==> src/rtl/mctrl_pkg.sv <==
// mctrl_pkg: shared encodings for the multicycle MIPS control unit.
//   state_t    - FSM state encodings (12-14 unused, 15 = ILLEGAL)
//   OP_*       - instruction opcode field values (Opcode = IR[31:26])
//   ALU_*      - ALUOp codes driven to the ALU control
//   SRCB_*     - ALUSrcB mux selects
//   PCS_*      - PCSource mux selects
//   decode_next- DECODE-state dispatch from opcode to the first execute state
package mctrl_pkg;

    typedef enum logic [3:0] {
        S_FETCH   = 4'd0,
        S_DECODE  = 4'd1,
        S_MEMADR  = 4'd2,
        S_MEMRD   = 4'd3,
        S_LWB     = 4'd4,
        S_MEMWR   = 4'd5,
        S_REXE    = 4'd6,
        S_RWB     = 4'd7,
        S_IEXE    = 4'd8,
        S_IWB     = 4'd9,
        S_BR      = 4'd10,
        S_JMP     = 4'd11,
        S_ILLEGAL = 4'd15
    } state_t;

    localparam logic [5:0] OP_R     = 6'b000000;
    localparam logic [5:0] OP_J     = 6'b000010;
    localparam logic [5:0] OP_BEQ   = 6'b000100;
    localparam logic [5:0] OP_ADDI  = 6'b001000;
    localparam logic [5:0] OP_ADDIU = 6'b001001;
    localparam logic [5:0] OP_ORI   = 6'b001101;
    localparam logic [5:0] OP_LUI   = 6'b001111;
    localparam logic [5:0] OP_LW    = 6'b100011;
    localparam logic [5:0] OP_SW    = 6'b101011;

    localparam logic [2:0] ALU_ADD   = 3'b000;
    localparam logic [2:0] ALU_SUB   = 3'b001;
    localparam logic [2:0] ALU_FUNCT = 3'b010;
    localparam logic [2:0] ALU_LUI   = 3'b011;
    localparam logic [2:0] ALU_OR    = 3'b100;
    localparam logic [2:0] ALU_ILL   = 3'b111;

    localparam logic [1:0] SRCB_RT   = 2'b00;
    localparam logic [1:0] SRCB_FOUR = 2'b01;
    localparam logic [1:0] SRCB_IMM  = 2'b10;
    localparam logic [1:0] SRCB_IMM4 = 2'b11;

    localparam logic [1:0] PCS_ALU    = 2'b00;
    localparam logic [1:0] PCS_ALUOUT = 2'b01;
    localparam logic [1:0] PCS_JUMP   = 2'b10;

    function automatic state_t decode_next(input logic [5:0] op);
        case (op)
            OP_LW, OP_SW:                      return S_MEMADR;
            OP_R:                              return S_REXE;
            OP_ADDI, OP_ADDIU, OP_LUI, OP_ORI: return S_IEXE;
            OP_BEQ:                            return S_BR;
            OP_J:                              return S_JMP;
            default:                           return S_ILLEGAL;
        endcase
    endfunction

endpackage

==> src/rtl/mctrl_dec.sv <==
// mctrl_dec: combinational state/opcode to control-signal decoder.
//   i_rst       - forces all memory/PC/register strobes low
//   i_mem_ready - gates the FETCH-state IR/PC load
//   i_state     - current FSM state
//   i_opcode    - instruction opcode, selects ALU op / extension in IEXE
//   o_*         - datapath control signals
module mctrl_dec
    import mctrl_pkg::*;
(
    input  logic       i_rst,
    input  logic       i_mem_ready,
    input  logic [3:0] i_state,
    input  logic [5:0] i_opcode,
    output logic       o_pcwrite,
    output logic       o_branch,
    output logic [1:0] o_pcsource,
    output logic       o_iord,
    output logic       o_memread,
    output logic       o_memwrite,
    output logic       o_irwrite,
    output logic       o_regdst,
    output logic       o_memtoreg,
    output logic       o_regwrite,
    output logic       o_alusrca,
    output logic [1:0] o_alusrcb,
    output logic [2:0] o_aluop,
    output logic       o_ext_op,
    output logic       o_illegal
);

    always_comb begin
        o_pcwrite  = 1'b0;
        o_branch   = 1'b0;
        o_pcsource = PCS_ALU;
        o_iord     = 1'b0;
        o_memread  = 1'b0;
        o_memwrite = 1'b0;
        o_irwrite  = 1'b0;
        o_regdst   = 1'b0;
        o_memtoreg = 1'b0;
        o_regwrite = 1'b0;
        o_alusrca  = 1'b0;
        o_alusrcb  = SRCB_RT;
        o_aluop    = ALU_ADD;
        o_ext_op   = 1'b0;
        o_illegal  = 1'b0;
        case (i_state)
            S_FETCH: begin
                o_memread = 1'b1;
                o_alusrcb = SRCB_FOUR;
                o_irwrite = i_mem_ready;
                o_pcwrite = i_mem_ready;
            end
            S_DECODE: begin
                o_alusrcb = SRCB_IMM4;
                o_ext_op  = 1'b1;
            end
            S_MEMADR: begin
                o_alusrca = 1'b1;
                o_alusrcb = SRCB_IMM;
                o_ext_op  = 1'b1;
            end
            S_MEMRD: begin
                o_memread = 1'b1;
                o_iord    = 1'b1;
            end
            S_LWB: begin
                o_regwrite = 1'b1;
                o_memtoreg = 1'b1;
            end
            S_MEMWR: begin
                o_memwrite = 1'b1;
                o_iord     = 1'b1;
            end
            S_REXE: begin
                o_alusrca = 1'b1;
                o_aluop   = ALU_FUNCT;
            end
            S_RWB: begin
                o_regwrite = 1'b1;
                o_regdst   = 1'b1;
            end
            S_IEXE: begin
                o_alusrca = 1'b1;
                o_alusrcb = SRCB_IMM;
                o_aluop   = (i_opcode == OP_LUI) ? ALU_LUI :
                            (i_opcode == OP_ORI) ? ALU_OR  : ALU_ADD;
                o_ext_op  = (i_opcode != OP_LUI) && (i_opcode != OP_ORI);
            end
            S_IWB: begin
                o_regwrite = 1'b1;
            end
            S_BR: begin
                o_alusrca  = 1'b1;
                o_aluop    = ALU_SUB;
                o_branch   = 1'b1;
                o_pcsource = PCS_ALUOUT;
            end
            S_JMP: begin
                o_pcwrite  = 1'b1;
                o_pcsource = PCS_JUMP;
            end
            S_ILLEGAL: begin
                o_aluop   = ALU_ILL;
                o_illegal = 1'b1;
            end
            default: ;
        endcase
        // Reset aborts whatever is in flight: no side-effecting strobe may escape.
        if (i_rst) begin
            o_memread  = 1'b0;
            o_memwrite = 1'b0;
            o_irwrite  = 1'b0;
            o_pcwrite  = 1'b0;
            o_branch   = 1'b0;
            o_regwrite = 1'b0;
        end
    end

endmodule

==> src/rtl/mctrl.sv <==
// mctrl: multicycle MIPS control unit (Moore FSM).
//   clk, rst   - clock, synchronous active-high reset
//   Opcode     - IR[31:26]; Zero - ALU zero flag; mem_ready - memory done
//   PCWrite/Branch/PCSource, IorD/MemRead/MemWrite/IRWrite,
//   RegDst/MemtoReg/RegWrite, ALUSrcA/ALUSrcB/ALUOp/Ext_op - datapath controls
//   illegal    - sticky illegal-opcode flag; state - current state for debug
module mctrl
    import mctrl_pkg::*;
(
    input  logic       clk,
    input  logic       rst,
    input  logic [5:0] Opcode,
    input  logic       Zero,
    input  logic       mem_ready,
    output logic       PCWrite,
    output logic       Branch,
    output logic [1:0] PCSource,
    output logic       IorD,
    output logic       MemRead,
    output logic       MemWrite,
    output logic       IRWrite,
    output logic       RegDst,
    output logic       MemtoReg,
    output logic       RegWrite,
    output logic       ALUSrcA,
    output logic [1:0] ALUSrcB,
    output logic [2:0] ALUOp,
    output logic       Ext_op,
    output logic       illegal,
    output logic [3:0] state
);

    logic [3:0] r_state;
    logic [3:0] w_next;
    // Zero is combined with Branch by the datapath PC-load gate, not here.
    logic       w_unused_zero;

    assign w_unused_zero = Zero;
    assign state         = r_state;

    always_comb begin
        w_next = S_ILLEGAL;
        case (r_state)
            S_FETCH:  w_next = mem_ready ? S_DECODE : S_FETCH;
            S_DECODE: w_next = decode_next(Opcode);
            S_MEMADR: w_next = (Opcode == OP_SW) ? S_MEMWR : S_MEMRD;
            S_MEMRD:  w_next = mem_ready ? S_LWB : S_MEMRD;
            S_MEMWR:  w_next = mem_ready ? S_FETCH : S_MEMWR;
            S_REXE:   w_next = S_RWB;
            S_IEXE:   w_next = S_IWB;
            S_LWB, S_RWB, S_IWB, S_BR, S_JMP: w_next = S_FETCH;
            // ILLEGAL and the unused encodings 12-14 all trap in ILLEGAL.
            default:  w_next = S_ILLEGAL;
        endcase
    end

    always_ff @(posedge clk) begin
        if (rst) r_state <= S_FETCH;
        else     r_state <= w_next;
    end

    mctrl_dec u_dec (
        .i_rst       (rst),
        .i_mem_ready (mem_ready),
        .i_state     (r_state),
        .i_opcode    (Opcode),
        .o_pcwrite   (PCWrite),
        .o_branch    (Branch),
        .o_pcsource  (PCSource),
        .o_iord      (IorD),
        .o_memread   (MemRead),
        .o_memwrite  (MemWrite),
        .o_irwrite   (IRWrite),
        .o_regdst    (RegDst),
        .o_memtoreg  (MemtoReg),
        .o_regwrite  (RegWrite),
        .o_alusrca   (ALUSrcA),
        .o_alusrcb   (ALUSrcB),
        .o_aluop     (ALUOp),
        .o_ext_op    (Ext_op),
        .o_illegal   (illegal)
    );

endmodule

==> config.mk <==
export PLATFORM = sky130hd
export DESIGN_NAME = mctrl
export DESIGN_NICKNAME = d
export VERILOG_FILES = /design/src/rtl/mctrl_pkg.sv /design/src/rtl/mctrl_dec.sv /design/src/rtl/mctrl.sv
export SDC_FILE = /design/constraint.sdc
export NUM_CORES = 1
export LEC_CHECK = 0
export BUFFER_PORTS_ARGS = -buffer_cell sky130_fd_sc_hd__buf_2
export CAP_MARGIN = 25
export CORE_MARGIN = 2
export CORE_UTILIZATION = 46
export DETAILED_ROUTE_END_ITERATION = 8
export PLACE_DENSITY_LB_ADDON = 0.1
export RECOVER_POWER = 50
export SLEW_MARGIN = 5
export SYNTH_ARGS = -nofsm -noshare
export SYNTH_HDL_FRONTEND = slang
export SYNTH_SLANG_ARGS = --single-unit
==> constraint.sdc <==
create_clock -name clk -period 1.9 [get_ports clk]
set_clock_uncertainty 0.2 [all_clocks]
set_input_delay 0.285 -clock clk [delete_from_list [all_inputs] [get_ports clk]]
set_output_delay 0.285 -clock clk [all_outputs]
set_load 0.03 [all_outputs]
==> results_tabular.tex <==
\begin{tabular}{lr}
\hline
Metric & Value \\
\hline
\multicolumn{2}{l}{\textbf{Outcome}} \\
\quad Status & complete, but fails checks \\
\quad Violated checks & setup timing \\
\multicolumn{2}{l}{\textbf{Timing}} \\
\quad Setup Viol. Count Final & 2 \\
\quad RSZ-0062 raised after global routing & yes \\
\quad Slew Limit Fails & 0 \\
\quad Slew of the pin with the lowest slew margin & 0.365 ns \\
\quad Post-route worst setup slack & -0.0928 ns \\
\quad Share of the cycle needed by the critical path after routing & 105\% \\
\quad Rel. slew slack & 75.8\% \\
\quad Top achievable clock speed & 502 MHz \\
\quad Shortest clock period the worst path allows after layout & 1.99 ns \\
\quad Final hold vios & 0 \\
\multicolumn{2}{l}{\textbf{Floorplan}} \\
\quad Area of the die & 1910 um2 \\
\quad Initial Utilization & 48.7\% \\
\quad Number of primary I/O pins & 33 \\
\quad Width of the die & 43.7 um \\
\quad Number of placement rows & 14 \\
\quad Core outline area & 1490 um2 \\
\quad Chip Height & 43.7 um \\
\multicolumn{2}{l}{\textbf{Pwr}} \\
\quad Worst-case vdd ir drop & 1330 uV \\
\quad Leakage component of the power & 0.476 nW \\
\quad Power density relative to cell area & 1620 nW/um2 \\
\multicolumn{2}{l}{\textbf{Logic synthesis}} \\
\quad Area share of and/or/nand/nor cells after synthesis & 45.8\% \\
\quad Post-Synth Adder-Cell Area & 0\% \\
\quad Portion of netlist area occupied by mux cells & 1.38\% \\
\quad Yosys warns & 0 \\
\quad List of most frequent post-synthesis cells & 18 x sky130\_fd\_sc\_hd\_\_nor2\_1, 8 x sky130\_fd\_sc\_hd\_\_nand2b\_1, 6 x sky130\_fd\_sc\_hd\_\_nor3\_1 \\
\quad Syn Nets & 117 \\
\quad Most common cell in the synthesized netlist & sky130\_fd\_sc\_hd\_\_nor2\_1 \\
\quad Yosys cell types & 47 \\
\quad Fraction of post-synthesis cell area in the top cell type by area & 11.1\% \\
\quad Top post-synthesis cells by area & sky130\_fd\_sc\_hd\_\_dfxtp\_1 11\%, sky130\_fd\_sc\_hd\_\_nor2\_1 9.3\%, sky130\_fd\_sc\_hd\_\_nand2b\_1 6.9\% \\
\quad Async set or reset register ratio after synthesis & 0\% \\
\quad Cell accounting for the most synthesized area & sky130\_fd\_sc\_hd\_\_dfxtp\_1 \\
\quad Largest family of logic cells by synthesized area & simple AND/OR/NAND/NOR gates \\
\quad Compound-gate portion of the synthesized area & 24.5\% \\
\quad Sequential cell area fraction in the yosys report & 11.1\% \\
\quad Post-Synthesis Cell Area & 724 um2 \\
\quad Number of enable flip-flop cells after synthesis & 0 \\
\quad Most common flop cell mapped by yosys & sky130\_fd\_sc\_hd\_\_dfxtp\_1 \\
\quad Syn avg cell area & 6.77 um2 \\
\quad Synthesized-area fraction occupied by xor and xnor cells & 3.63\% \\
\quad Mapped Cells & 107 \\
\quad Number of flip-flops and latches in the synthesized netlist & 4 \\
\multicolumn{2}{l}{\textbf{Min path}} \\
\quad Worst hold path startpoint & rst \\
\quad Class of the tightest hold or removal check & in2reg \\
\quad Number of cells on the worst hold path & 2 \\
\quad WHS Endpoint & state[3] \\
\multicolumn{2}{l}{\textbf{Setup path}} \\
\quad Top Family by Delay on Critical Path & simple AND/OR/NAND/NOR gates \\
\quad Startpoint type of the worst setup path & flop \\
\quad Count of cells along the worst register-to-register path & 5 \\
\quad Worst path cell trace & or2\_4 > or4\_4 > a21oi\_4 > buf\_6 \\
\quad Worst setup slack for register-to-register paths & 0.33 ns \\
\quad Critical path type & reg2out \\
\quad Data required time of the worst path & 1.41 ns \\
\quad Master of the slowest instance on the critical path & sky130\_fd\_sc\_hd\_\_or4\_4 \\
\quad Crit path largest cell delay & 0.43 ns \\
\quad CP Buf/Inv Count & 1 \\
\quad Startpoint of the worst register-to-register path & state[3] \\
\quad FF-to-FF End & state[0] \\
\quad Setup crit end kind & output pin \\
\quad Largest fanout on the critical path & 2 \\
\quad Critical path data arrival time & 1.51 ns \\
\multicolumn{2}{l}{\textbf{Drt}} \\
\quad Number of vias after detailed routing & 952 \\
\quad Total iterations of the first detailed-routing run & 4 \\
\quad Final ANT Viol Nets & 0 \\
\quad Routed wire length & 2150 um \\
\quad Via density & 5.67 \\
\quad Number of design rule violations left after detail routing & 0 \\
\quad Starting DRC count in detailed routing & 25 \\
\quad Per-cell routed wire length & 12.8 um \\
\multicolumn{2}{l}{\textbf{Clocking}} \\
\quad Number of buffers added by the clock tree synthesis step & 3 \\
\quad Clock input transition at the sequential cells of the worst setup and hold paths & 0.04 ns \\
\quad Number of levels in the clock H-tree & 1 \\
\quad TritonCTS clock tree & done \\
\quad Cell chosen for the clock root & sky130\_fd\_sc\_hd\_\_clkbuf\_4 \\
\quad Clock sink total & 4 \\
\quad Skew-Pair Late Insertion Delay & 0.23 ns \\
\quad Clock Tree Buf Depth & 2 \\
\multicolumn{2}{l}{\textbf{Placement}} \\
\quad Buffers added on ports & 31 \\
\quad Number of cells after detailed placement & 164 \\
\quad GP Congestion & 0.902 \\
\quad Placement-stage cell area & 1010 um2 \\
\quad Half-perimeter wire length of the detailed placement result & 1680 um \\
\multicolumn{2}{l}{\textbf{Cells and area}} \\
\quad Final nets & 163 \\
\quad Final std cells w/o fill & 168 \\
\quad Synthesis-to-layout area growth & 51.0\% \\
\quad Number of flip-flops under the largest register name & 4 \\
\quad Diodes inserted & 0 \\
\quad Post-route cell area & 1090 um2 \\
\quad Ratio of cells with drive above 1 in the final layout & 50.0\% \\
\multicolumn{2}{l}{\textbf{Job}} \\
\quad Max-cap violations & 0 \\
\multicolumn{2}{l}{\textbf{Global route}} \\
\quad Congestion Overflow GR & 0 \\
\quad Global router's overall resource usage & 23.0\% \\
\quad Pin count of the biggest net entering global routing & 19 \\
\quad Via count of the first global-routing pass & 818 \\
\quad Number of antenna violations at the first check in global routing & 0 \\
\quad First-pass GRT wire length & 3390 um \\
\hline
\end{tabular}
worst max path at each step:
| stage | from | to | slack (ns) | cells past startpoint |
|---|---|---|---|---|
| after global placement | Opcode[5] | ALUOp[2] | -0.03 | 6 |
| after detailed placement | Opcode[5] | ALUOp[2] | -0.04 | 6 |
| after CTS | state[1] | ALUOp[2] | -0.10 | 4 |
| after global routing | state[1] | ALUOp[2] | -0.13 | 4 |
| final | state[1] | ALUOp[2] | -0.09 | 4 |
| after floorplan | state[3] | RegWrite | -0.16 | 5 |
final cells by class:
| type | instances | area (um2) |
|---|---|---|
| Sequential cell | 4 | 87.6 |
| Multi-Input combinational cell | 91 | 633 |
| Inverter | 3 | 11.3 |
| Timing Repair Buffer | 50 | 315 |
| Tap cell | 16 | 20.0 |
| Clock buffer | 4 | 26.3 |
| Fill cell | 131 | 395 |
what timing repair did:
item | in CTS | in global routing
hold buffers | 0 | 0
pin swaps | 0 | 1
gates cloned | 0 | 0
resized for setup | 9 | 11
setup buffers | 0 | 1
endpoints found under the setup margin | 8 | 10
cell families after synthesis:
| group | Yosys count |
|---|---|
| AOI/OAI and AO/OA | 26 |
| xor gates and xnor gates | 3 |
| buffers and inverters | 12 |
| DFF | 4 |
| muxes | 1 |
| and+or+nand+nor | 61 |
cell usage in the layout, fill, tap and decap left out, types with 2 or more instances in the layout:
cell type,Yosys,layout
sky130_fd_sc_hd__a21oi_1,3,2
sky130_fd_sc_hd__xnor2_1,2,2
sky130_fd_sc_hd__a31oi_1,4,4
sky130_fd_sc_hd__buf_6,2,3
sky130_fd_sc_hd__clkbuf_4,1,4
sky130_fd_sc_hd__o21ai_0,4,4
sky130_fd_sc_hd__nand2_1,5,4
sky130_fd_sc_hd__nor3_1,6,3
sky130_fd_sc_hd__clkbuf_1,1,4
sky130_fd_sc_hd__inv_1,3,3
sky130_fd_sc_hd__nor2_1,18,15
sky130_fd_sc_hd__nand2b_1,8,5
sky130_fd_sc_hd__nor3_2,0,3
sky130_fd_sc_hd__buf_2,1,24
sky130_fd_sc_hd__buf_4,1,19
sky130_fd_sc_hd__nor2_2,0,3
sky130_fd_sc_hd__and3_1,3,3
sky130_fd_sc_hd__nor2b_4,0,2
sky130_fd_sc_hd__nand3_1,5,5
sky130_fd_sc_hd__dfxtp_2,0,3
sky130_fd_sc_hd__nand2b_2,0,2
sky130_fd_sc_hd__nor2b_1,4,2
routing by layer:
metal / share of wire (%) / vias up / track usage, %
li1: - / 486 / -
met1: 42 / 428 / 29.7
met2: 51 / 36 / 40.6
met3: 6.4 / 2 / 3.75
met4: 0.28 / 0 / 3.64
met5: 0 / - / 0
per-stage QoR:
stage	hold slack (ns)	TNS [ns]	power [mW]	worst slack (ns)	util [%]
after global routing	0.190	-0.354	1.89	-0.127	73.4
after floorplan	0.301	-0.241	1.17	-0.163	-
after global placement	0.414	-0.0251	1.52	-0.0251	67.8
after CTS	0.173	-0.266	1.69	-0.101	71.0
final	0.188	-0.105	1.78	-0.0928	73.4
after detailed placement	0.417	-0.0434	1.54	-0.0434	67.8
power breakdown:
part	internal (mW)	total [mW]	leakage, nW	switching, mW
Sequential	0.131	0.185	0.0347	0.0542
Clock	0.0786	0.111	0.0150	0.0320
Combinational	0.601	1.48	0.426	0.880
Power figures use the tool's default switching activity.
